===== config.mk =====
export PLATFORM = sky130hd
export DESIGN_NAME = mod12_ctrl_arb
export DESIGN_NICKNAME = d
export VERILOG_FILES = /design/src/rtl/mod12_ctrl_arb.sv
export SDC_FILE = /design/constraint.sdc
export NUM_CORES = 1
export LEC_CHECK = 0
export ABC_AREA = 1
export CAP_MARGIN = 20
export CORE_MARGIN = 2
export CORE_UTILIZATION = 28
export CTS_BUF_LIST = sky130_fd_sc_hd__clkbuf_8
export DETAILED_ROUTE_END_ITERATION = 16
export PLACE_DENSITY = 0.64
export SYNTH_ARGS = -nofsm -noshare
export SYNTH_HDL_FRONTEND = slang
export SYNTH_SLANG_ARGS = --single-unit

===== constraint.sdc =====
create_clock -name clock -period 1.48 [get_ports clock]
set_input_delay 0.148 -clock clock [delete_from_list [all_inputs] [get_ports clock]]
set_output_delay 0.148 -clock clock [all_outputs]
set_load 0.03 [all_outputs]

===== src/rtl/mod12_ctrl_arb.sv =====
// Round-robin arbiter and sequencer for two requesters sharing one mod-MOD up/down counter.
// Each grant loads the counter, lets it run for the requested length, then returns the final count.
module mod12_ctrl_arb #(
  parameter int MOD   = 12,
  parameter int WIDTH = 4,
  parameter int LEN_W = 4
) (
  input  logic                 clock,
  input  logic                 reset,
  input  logic [1:0]           req,
  input  logic [2*WIDTH-1:0]   req_data,
  input  logic [1:0]           req_mode,
  input  logic [2*LEN_W-1:0]   req_len,
  output logic [1:0]           grant,
  output logic [1:0]           done,
  output logic [WIDTH-1:0]     result,
  output logic                 err,
  output logic                 busy,
  output logic                 ctr_load,
  output logic                 ctr_mode,
  output logic [WIDTH-1:0]     ctr_data,
  input  logic [WIDTH-1:0]     ctr_count
);

  localparam logic [WIDTH:0] MOD_LIM = (WIDTH+1)'(MOD);

  typedef enum logic [1:0] {IDLE, LOAD, RUN, DONE} state_t;

  state_t           state;
  logic             rr;
  logic             owner;
  logic [LEN_W-1:0] remaining;

  logic             sel;
  logic [WIDTH-1:0] sel_data;
  logic             sel_mode;
  logic [LEN_W-1:0] sel_len;
  logic             oversize;

  // On a tie the rr pointer decides; otherwise the lone requester wins.
  always_comb begin
    sel      = (req == 2'b11) ? rr : req[1];
    sel_data = sel ? req_data[2*WIDTH-1:WIDTH] : req_data[WIDTH-1:0];
    sel_mode = req_mode[sel];
    sel_len  = sel ? req_len[2*LEN_W-1:LEN_W] : req_len[LEN_W-1:0];
    oversize = {1'b0, sel_data} >= MOD_LIM;
  end

  always_ff @(posedge clock) begin
    if (reset) begin
      state     <= IDLE;
      rr        <= 1'b0;
      owner     <= 1'b0;
      remaining <= '0;
      grant     <= 2'b00;
      done      <= 2'b00;
      result    <= '0;
      err       <= 1'b0;
      busy      <= 1'b0;
      ctr_load  <= 1'b0;
      ctr_mode  <= 1'b0;
      ctr_data  <= '0;
    end else begin
      done     <= 2'b00;
      err      <= 1'b0;
      ctr_load <= 1'b0;
      ctr_data <= '0;
      case (state)
        IDLE: begin
          if (req != 2'b00) begin
            owner     <= sel;
            grant     <= sel ? 2'b10 : 2'b01;
            ctr_data  <= oversize ? '0 : sel_data;
            err       <= oversize;
            ctr_mode  <= sel_mode;
            ctr_load  <= 1'b1;
            remaining <= sel_len;
            busy      <= 1'b1;
            state     <= LOAD;
          end
        end
        LOAD: begin
          if (remaining == '0) begin
            done  <= grant;
            state <= DONE;
          end else begin
            state <= RUN;
          end
        end
        RUN: begin
          // remaining still holds the full length in the first RUN cycle.
          if (remaining == LEN_W'(1)) begin
            done  <= grant;
            state <= DONE;
          end else begin
            remaining <= remaining - LEN_W'(1);
          end
        end
        DONE: begin
          result <= ctr_count;
          rr     <= ~owner;
          grant  <= 2'b00;
          busy   <= 1'b0;
          state  <= IDLE;
        end
        default: state <= IDLE;
      endcase
    end
  end

endmodule


==> results.cfg, run 1 <==
[global_routing]
met3_usage_pct = 4.97
use_met1_pct = 15.6
grt_max_degree = 15
antenna_found_initial = 0
grt_util_met2_pct = 18.4
busiest_layer = met2
grt_pass1_vias = 1177
overflow = 0
gr-usage-all-layers_pct = 11.7
grt_pass1_wl_um = 5020

[die]
initial_core_util_pct = 28.6
row_count = 25
die_h_um = 73.0
die_x_um = 73.0
core_area_sq_um = 4660
dieArea_sq_um = 5320
io_pins = 42

[power_and_ir_drop]
finalPower_mw = 3.22
leakagePower_nw = 0.972
seqPwrFrac_pct = 28.3
pwr-share-clk_pct = 17.9
combPwrFrac_pct = 53.8
switching_share_pct = 40.7
switchingPower_mw = 1.31
p_int_mw = 1.91
p_per_area_nw_per_um2 = 1670
irDropWorstVdd_mv = 0.864

[synth]
syn-instance-count = 182
synthMuxAreaShare_pct = 0
synth_warnings = 0
syn_area_per_cell_sq_um = 7.31
synth_top_family_by_area = simple AND/OR/NAND/NOR gates
synth.distinct_cells = 26
netlist_area_sq_um = 1330
ys_seq_elements = 24
synth-seq-area-share_pct = 36.1
synth-simple-area-share_pct = 38.6
synth-compound-area-share_pct = 7.89
synth_fp_nets = 216
synth_fa_ha_area_share_pct = 7.52
synthXorXnorAreaFrac_pct = 0.658

[sta]
setup_ws_ns = 0.0595
fin_crit_sh_pct = 96.0
finalHoldViolCount = 0
hold_ws_ns = 0.433
period_minus_slack_ns = 1.42
rsz0062_at_grt = true
worst_pin_slew_ns = 0.330
setup_viol = 0
setup_tns_ns = 0
fin_worst_skew_ns = 0.00230
fmax_mhz = 704
drv_slew = 0
max-slew-margin-rel_pct = 78.0

[clocking]
clk_path_buf_depth = 2
cts_made_buffers = 3
clk_latency_ns = 0.27
htree_levels = 1
postCtsSetupBuffers = 0
clk_pin_slew_ns = 0.09
cts_tree = done
cts_hold_buffers = 0
root_buffer = clkbuf_8
clock-sinks = 24

[detailed_routing]
vias = 1246
dr.first_iter.drc_count = 42
ant_nets = 0
first_pass_iters = 4
drc = 0
via_per_inst = 4.34
routedWlPerCell_um = 10.2
finalWirelength_um = 2940

[worst_setup_path]
required_ns = 1.33
worstPathArrival_ns = 1.27
worstSetupPathType = reg -> out
cpLargestDelayFamily = buffers and inverters
worst-path-buf-inv = 1
crit_slowest_cell = clkdlybuf4s50_1
crit_path_max_incr_delay_ns = 0.67
startpoint_type = flip-flop
crit_path_max_fanout = 2
path_cells = clkdlybuf4s50_1
reg2reg_slack_ns = 0.10
endpoint_kind = output port

[placed_design]
placedCellCount = 283
dp_hpwl_um = 2280
gp_congestion = 0.829
io_buffers = 41
place_ws_ns = -0.0443
place_area_sq_um = 1850

[layout]
final_common_cell = nand2_1
fill_cells = 475
drive_gt1_share_pct = 14.6
n_antenna_cell = 0
finalNetCount = 268
design_area_sq_um = 1930
seq_area_sq_um = 480
stdcell_count = 287
post-route-util_pct = 41.4
multiInputGateArea_sq_um = 733
mostFrequentLayoutCells = 49 x nand2_1, 36 x clkdlybuf4s50_1, 25 x nor2_1
syn_to_final_growth_pct = 45.1

[worst_hold_path]
hp-class = reg -> reg

[status]
status = completed

[run]
cap_violations = 0
## sequential cells by signal, summed over array words and instances, names as in the netlist
name and count:
rr 1, done 2, err 1, result 4
busy 1, ctr_data 4, state 2, grant 2
remaining 4, ctr_load 1, owner 1, ctr_mode 1
## path summary, 6_finish.rpt
check,depth (start not counted),end,start
worst max-delay path,1,result[0],result[0]$_SDFFE_PP0P_
worst min-delay path,1,rr$_SDFFE_PP0P_,owner$_SDFFE_PP0P_
worst max register to register,9,remaining[0]$_SDFFE_PP0P_,state[1]$_SDFFE_PP0P_
worst min register to register,1,rr$_SDFFE_PP0P_,owner$_SDFFE_PP0P_
## area by class of cell
class	count	area share [%]
Clock buffer	3	2.14
Clock inverter	1	1.55
Inverter	24	4.79
Multi-Input combinational cell	131	38.0
Sequential cell	24	24.9
Tap cell	54	3.50
Timing Repair Buffer	50	25.2
## metal layers
metal,wire length (um),up-vias
li1,-,665
met1,1480,540
met2,1210,39
met3,245,2
met4,6,0
met5,0,-
## cells in the mapped netlist
cell       n  share of area (%)
o211ai_1   2                1.1
inv_1     21                5.9
o21ai_0    5                1.9
or2_2      1               0.47
a21oi_1    8                3.0
nor2_8     1                1.5
nand2_2    4                1.9
dfxtp_1   24                 36
nand3_2    1               0.75
o21ai_2    1               0.66
xor2_1     1               0.66
nand3_1   12                4.5
inv_2      2               0.56
nor3_2     1               0.75
a21oi_4    1                1.2
inv_4      1               0.47
ha_1       8                7.5
nor2_4     3                2.5
clkbuf_8   1                1.0
buf_6      1               0.85
buf_2      1               0.38
nand3b_1   3                1.7
nor3b_1    2                1.1
nor2_1    25                7.0
nand2_4    3                2.5
nand2_1   49                 14
## kinds of logic after synthesis
logic type	Yosys count
fa+ha+maj	8
compound gates	17
xor+xnor	1
simple gates	105
buf+inv	27
flops	24
## timing repair
| item | CTS | global route |
|---|---|---|
| pin swaps | 0 | 0 |
| endpoints found under the setup margin | 1 | 8 |
| resized for setup | 1 | 6 |
## power by group through the flow
stage | Sequential, mW | Combinational, mW | Clock, mW
3_5_place_dp | 0.930 | 1.74 | 0
5_1_grt | 0.930 | 1.97 | 0.624
3_3_place_gp | 0.928 | 1.72 | 0
2_1_floorplan | 1.09 | 1.02 | 0
6_report | 0.912 | 1.73 | 0.576
4_1_cts | 0.915 | 1.74 | 0.598
Power figures use the tool's default switching activity.
==> inputs of run 2 (changes only) <==
Settings changed: ABC_AREA 1 to not set, PLACE_DENSITY 0.64 to 0.65.
==> results.cfg, run 2 <==
[status]
status = finished, violations left
violations = negative setup slack

[layout]
fill_cells = 391
multiInputGateArea_sq_um = 766
post-route-util_pct = 47.4
final_common_cell = clkdlybuf4s50_1
syn_to_final_growth_pct = 64.3
stdcell_count = 247
mostFrequentLayoutCells = 37 x clkdlybuf4s50_1, 26 x buf_4, 20 x dfxtp_1
reg_top3 = ctr_data x4, remaining x4, result x4
finalNetCount = 230
n_antenna_cell = 0
drive_gt1_share_pct = 29.7
seq_area_sq_um = 488

[synth]
yosysMostFrequentCell = dfxtp_1
synth_warnings = 0
synth_fp_nets = 163
syn_area_per_cell_sq_um = 9.60
ys_seq_elements = 24
netlist.area_leader.share_pct = 38.8
netlist_top_cells_count = 24 x dfxtp_1, 12 x nor2_1, 8 x ha_1, 8 x mux2i_1, 6 x nand2_1
synth_area_leaders = dfxtp_1 39%, ha_1 8.1%, mux2i_1 6.5%, nor2_1 3.6%, a21oi_1 2.0%
ys.flop_type = dfxtp_1
yosys.area.top_type = dfxtp_1
syn-instance-count = 129
netlist_area_sq_um = 1240
synth-async-reset-ratio_pct = 0
synth.distinct_cells = 46
synth-seq-area-share_pct = 38.8
synth-edff-count = 0

[worst_setup_path]
endpoint_kind = flip-flop
required_ns = 1.66
cp-startpoint = remaining[1]$_SDFFE_PP0P_
worstSetupPathType = reg -> reg
startpoint_type = flip-flop
worst-r2r-cell-count = 6
r2r-start = remaining[1]$_SDFFE_PP0P_
crit_path_max_fanout = 2
worstPathArrival_ns = 1.71

[detailed_routing]
vias = 1181
finalWirelength_um = 3150
drc = 0
dr.first_iter.drc_count = 39
via_per_inst = 4.78
routedWlPerCell_um = 12.8
ant_nets = 0
first_pass_iters = 6

[worst_hold_path]
hp-class = in -> reg
hold_path_depth = 3
hp-start = req_mode[0]

[global_routing]
gr-usage-all-layers_pct = 13.1
grt_pass1_vias = 1225
antenna_found_initial = 0
overflow = 0
grt_max_degree = 14
grt_pass1_wl_um = 5400

[sta]
max-slew-margin-rel_pct = 72.0
finalHoldViolCount = 0
worst_pin_slew_ns = 0.421
setup_viol = 2
fin_crit_sh_pct = 104
fmax_mhz = 650
rsz0062_at_grt = true
fin_worst_skew_ns = 0.00105
period_minus_slack_ns = 1.54
setup_ws_ns = -0.0588
drv_slew = 0

[die]
io_pins = 42
initial_core_util_pct = 28.8
core_area_sq_um = 4290
row_count = 24
die_h_um = 70.5
dieArea_sq_um = 4970
die_x_um = 70.5

[power_and_ir_drop]
p_per_area_nw_per_um2 = 1650
leakagePower_nw = 0.868
irDropWorstVdd_mv = 0.601

[placed_design]
placedCellCount = 238
dp_hpwl_um = 2470
gp_congestion = 0.815
io_buffers = 41

[clocking]
clock-sinks = 24
root_buffer = clkbuf_8
cts_made_buffers = 3
cts_tree = done
clk_latency_ns = 0.26
htree_levels = 1
clk_path_buf_depth = 2
clk_pin_slew_ns = 0.08

[run]
cap_violations = 0
run 2: changes by cell type after synthesis, sizes merged, moves of 3 or more:
cell / previous run / this run
a211oi: 0 / 3
a21oi: 9 / 5
and3: 0 / 4
buf: 2 / 6
inv: 24 / 6
mux2i: 0 / 8
nand2: 56 / 7
nand3: 13 / 1
nor2: 29 / 12
nor3: 1 / 4
o21ai: 6 / 3
run 2: worst paths after layout:
path                                              end  slack [ns]
worst max-delay path            state[0]$_SDFFE_PP0P_       -0.06
worst min-delay path            ctr_mode$_SDFFE_PP0P_        0.48
worst max register to register  state[0]$_SDFFE_PP0P_       -0.06
worst min register to register     done[0]$_SDFF_PP0_        0.48
run 2: report_power, final:
group	switching (mW)	internal (mW)
combinational	0.920	1.07
sequential	0.112	0.822
clock	0.202	0.237
total	1.23	2.13
run 2: per-layer routing:
layer,vias up,GRT usage [%],part of all wire (%),routed length (um)
met3,4,2.02,3.2,101
met2,26,24.8,55,1720
li1,595,-,-,-
met1,556,14.9,41,1300
met5,-,0,0,0
met4,0,3.85,0.98,31
run 2: critical path: stages, from the launching register on:
cell and delay (ns):
dfxtp_2 0.33, inv_2 0.07, ha_4 0.12, or3b_4 0.37, a21o_1 0.18, or3_1 0.31, o31ai_1 0.07
run 2: through the flow:
step / setup WS [ns] / instance area (sq um) / hold WS (ns) / power, mW / TNS, ns
2_1_floorplan: -0.0233 / 1270 / 0.295 / 2.02 / -0.0413
6_report: -0.0588 / 2040 / 0.478 / 3.37 / -0.0616
3_3_place_gp: -0.109 / 1860 / 0.471 / 2.58 / -0.845
5_1_grt: -0.116 / 2040 / 0.502 / 3.61 / -0.291
4_1_cts: -0.0495 / 1940 / 0.481 / 3.14 / -0.0863
3_5_place_dp: -0.132 / 1860 / 0.479 / 2.64 / -1.10
run 2: repair_timing:
action                     in CTS  in global routing
hold buffers                    0                  0
setup buffers                   2                  3
pin swaps                       4                  5
setup endpoints to repair       5                 14
resized for setup               5                 19
run 2: cell families after synthesis:
kind of cell / synth area share (%)
simple gates: 20.6
flops: 38.8
mux: 8.28
buf+inv: 6.16
xor+xnor: 1.41
compound gates: 16.7
fa+ha+maj: 8.08
run 2: cell type report:
cell class / instances / area share, %
flip-flops and latches: 24 / 24.0
inverters: 6 / 1.35
multi-input cells: 92 / 37.6
repair buffers: 69 / 31.2
well taps: 52 / 3.20
clock buffers: 4 / 2.70
==> inputs of run 3 (changes only) <==
Settings changed: CAP_MARGIN 20 to not set, GPL_TIMING_DRIVEN set to 0.
==> results.cfg, run 3 (synthesis gave the netlist of run 2 again) <==
[die]
row_count = 24
initial_core_util_pct = 28.8
die_x_um = 70.5
die_h_um = 70.5
core_area_sq_um = 4290
io_pins = 42
dieArea_sq_um = 4970

[power_and_ir_drop]
p_per_area_nw_per_um2 = 1640
switching_share_pct = 37.3
switchingPower_mw = 1.21
combPwrFrac_pct = 58.8
pwr-share-clk_pct = 11.7
leakagePower_nw = 0.805
p_int_mw = 2.04
seqPwrFrac_pct = 29.5
irDropWorstVdd_mv = 0.619

[worst_hold_path]
hp-class = in -> reg

[global_routing]
grt_pass1_wl_um = 4530
grt_max_degree = 13
overflow = 0
gr-usage-all-layers_pct = 11.2
grt_pass1_vias = 996
antenna_found_initial = 0

[clocking]
cts_tree = done
cts_hold_buffers = 0
cts_made_buffers = 3
clock-sinks = 24
clk_path_buf_depth = 2
clk_pin_slew_ns = 0.08
clk_latency_ns = 0.26
htree_levels = 1
root_buffer = clkbuf_8

[worst_setup_path]
worstPathArrival_ns = 1.67
worst-path-buf-inv = 3
crit_path_max_incr_delay_ns = 0.36
cpLargestDelayFamily = simple AND/OR/NAND/NOR gates
worstSetupPathType = reg -> reg
required_ns = 1.62
startpoint_type = flip-flop
endpoint_kind = flip-flop
path_cells = inv_4 > buf_6 > ha_4 > and4bb_2 > nor3_4 > buf_4 > o32ai_2
crit_path_max_fanout = 4
crit_slowest_cell = dfxtp_2

[detailed_routing]
vias = 1109
routedWlPerCell_um = 11.6
drc = 0
finalWirelength_um = 2780
dr.first_iter.drc_count = 22
ant_nets = 0
via_per_inst = 4.64
first_pass_iters = 4

[status]
status = finished, violations left
violations = negative setup slack

[sta]
fin_worst_skew_ns = 0.00303
finalHoldViolCount = 0
max-slew-margin-rel_pct = 72.4
period_minus_slack_ns = 1.52
fmax_mhz = 657
rsz0062_at_grt = true
setup_viol = 4
hold_ws_ns = 0.398
drv_slew = 0
worst_pin_slew_ns = 0.414
fin_crit_sh_pct = 103
setup_ws_ns = -0.0426

[layout]
syn_to_final_growth_pct = 60.2
reg_top3 = ctr_data x4, remaining x4, result x4
drive_gt1_share_pct = 25.1
n_antenna_cell = 0
design_area_sq_um = 1980
finalNetCount = 223
mostFrequentLayoutCells = 38 x clkdlybuf4s50_1, 20 x dfxtp_1, 16 x buf_4
final_common_cell = clkdlybuf4s50_1
fill_cells = 425

[placed_design]
place_area_sq_um = 1740
gp_congestion = 0.775
place_ws_ns = -0.389
io_buffers = 41
dp_hpwl_um = 2030

[run]
cap_violations = 0
-- run 3: final timing paths --
check	slack [ns]	startpoint	to	cells after the start
worst max-delay path	-0.04	state[0]$_SDFFE_PP0P_	remaining[0]$_SDFFE_PP0P_	7
worst min-delay path	0.40	req[0]	grant[0]$_SDFFE_PP0P_	3
worst max register to register	-0.04	state[0]$_SDFFE_PP0P_	remaining[0]$_SDFFE_PP0P_	7
worst min register to register	0.48	busy$_SDFFE_PP0P_	busy$_SDFFE_PP0P_	2
-- run 3: layout make-up --
class / instances / area (sq um) / share of cell area [%]
buffer: 6 / 42.5 / 2.14
clock buffer: 3 / 41.3 / 2.08
inverter: 6 / 27.5 / 1.39
multi-input combinational: 92 / 787 / 39.7
sequential: 24 / 490 / 24.7
tap: 52 / 65.1 / 3.28
timing repair buffer: 56 / 531 / 26.7
-- run 3: routing by layer --
metal	track usage, %	wire, um
met4	3.21	28
met5	0	0
met2	18.9	1350
met1	14.1	1280
met3	3.03	119
-- run 3: through the flow --
stage | instances | util (%) | power [mW] | TNS (ns)
floorplan | 129 | - | 2.02 | -0.0413
CTS | 234 | 44.1 | 3.03 | -0.165
finish | 239 | 46.2 | 3.25 | -0.105
global route | 239 | 46.2 | 3.51 | -0.498
detailed placement | 222 | 40.6 | 2.43 | -3.14
global placement | 222 | 40.6 | 2.43 | -3.24
-- run 3: what timing repair did --
action | 4_1_cts | 5_1_grt
hold endpoints to repair | 0 | 0
setup buffers | 10 | 5
setup endpoints to repair | 13 | 9
pin swaps | 8 | 5
resized for setup | 14 | 10
-- run 3: worst reg2reg max path, stage by stage, from the launching register on --
cell,delay (ns)
dfxtp_2,0.36
inv_4,0.05
buf_6,0.11
ha_4,0.16
and4bb_2,0.26
nor3_4,0.26
buf_4,0.15
o32ai_2,0.06
-- run 3: power by group through the flow --
stage | Clock [mW] | Combinational (mW) | Sequential [mW]
floorplan | 0 | 0.942 | 1.08
global placement | 0 | 1.47 | 0.960
detailed placement | 0 | 1.47 | 0.964
CTS | 0.403 | 1.66 | 0.958
global route | 0.431 | 2.11 | 0.976
finish | 0.382 | 1.91 | 0.958
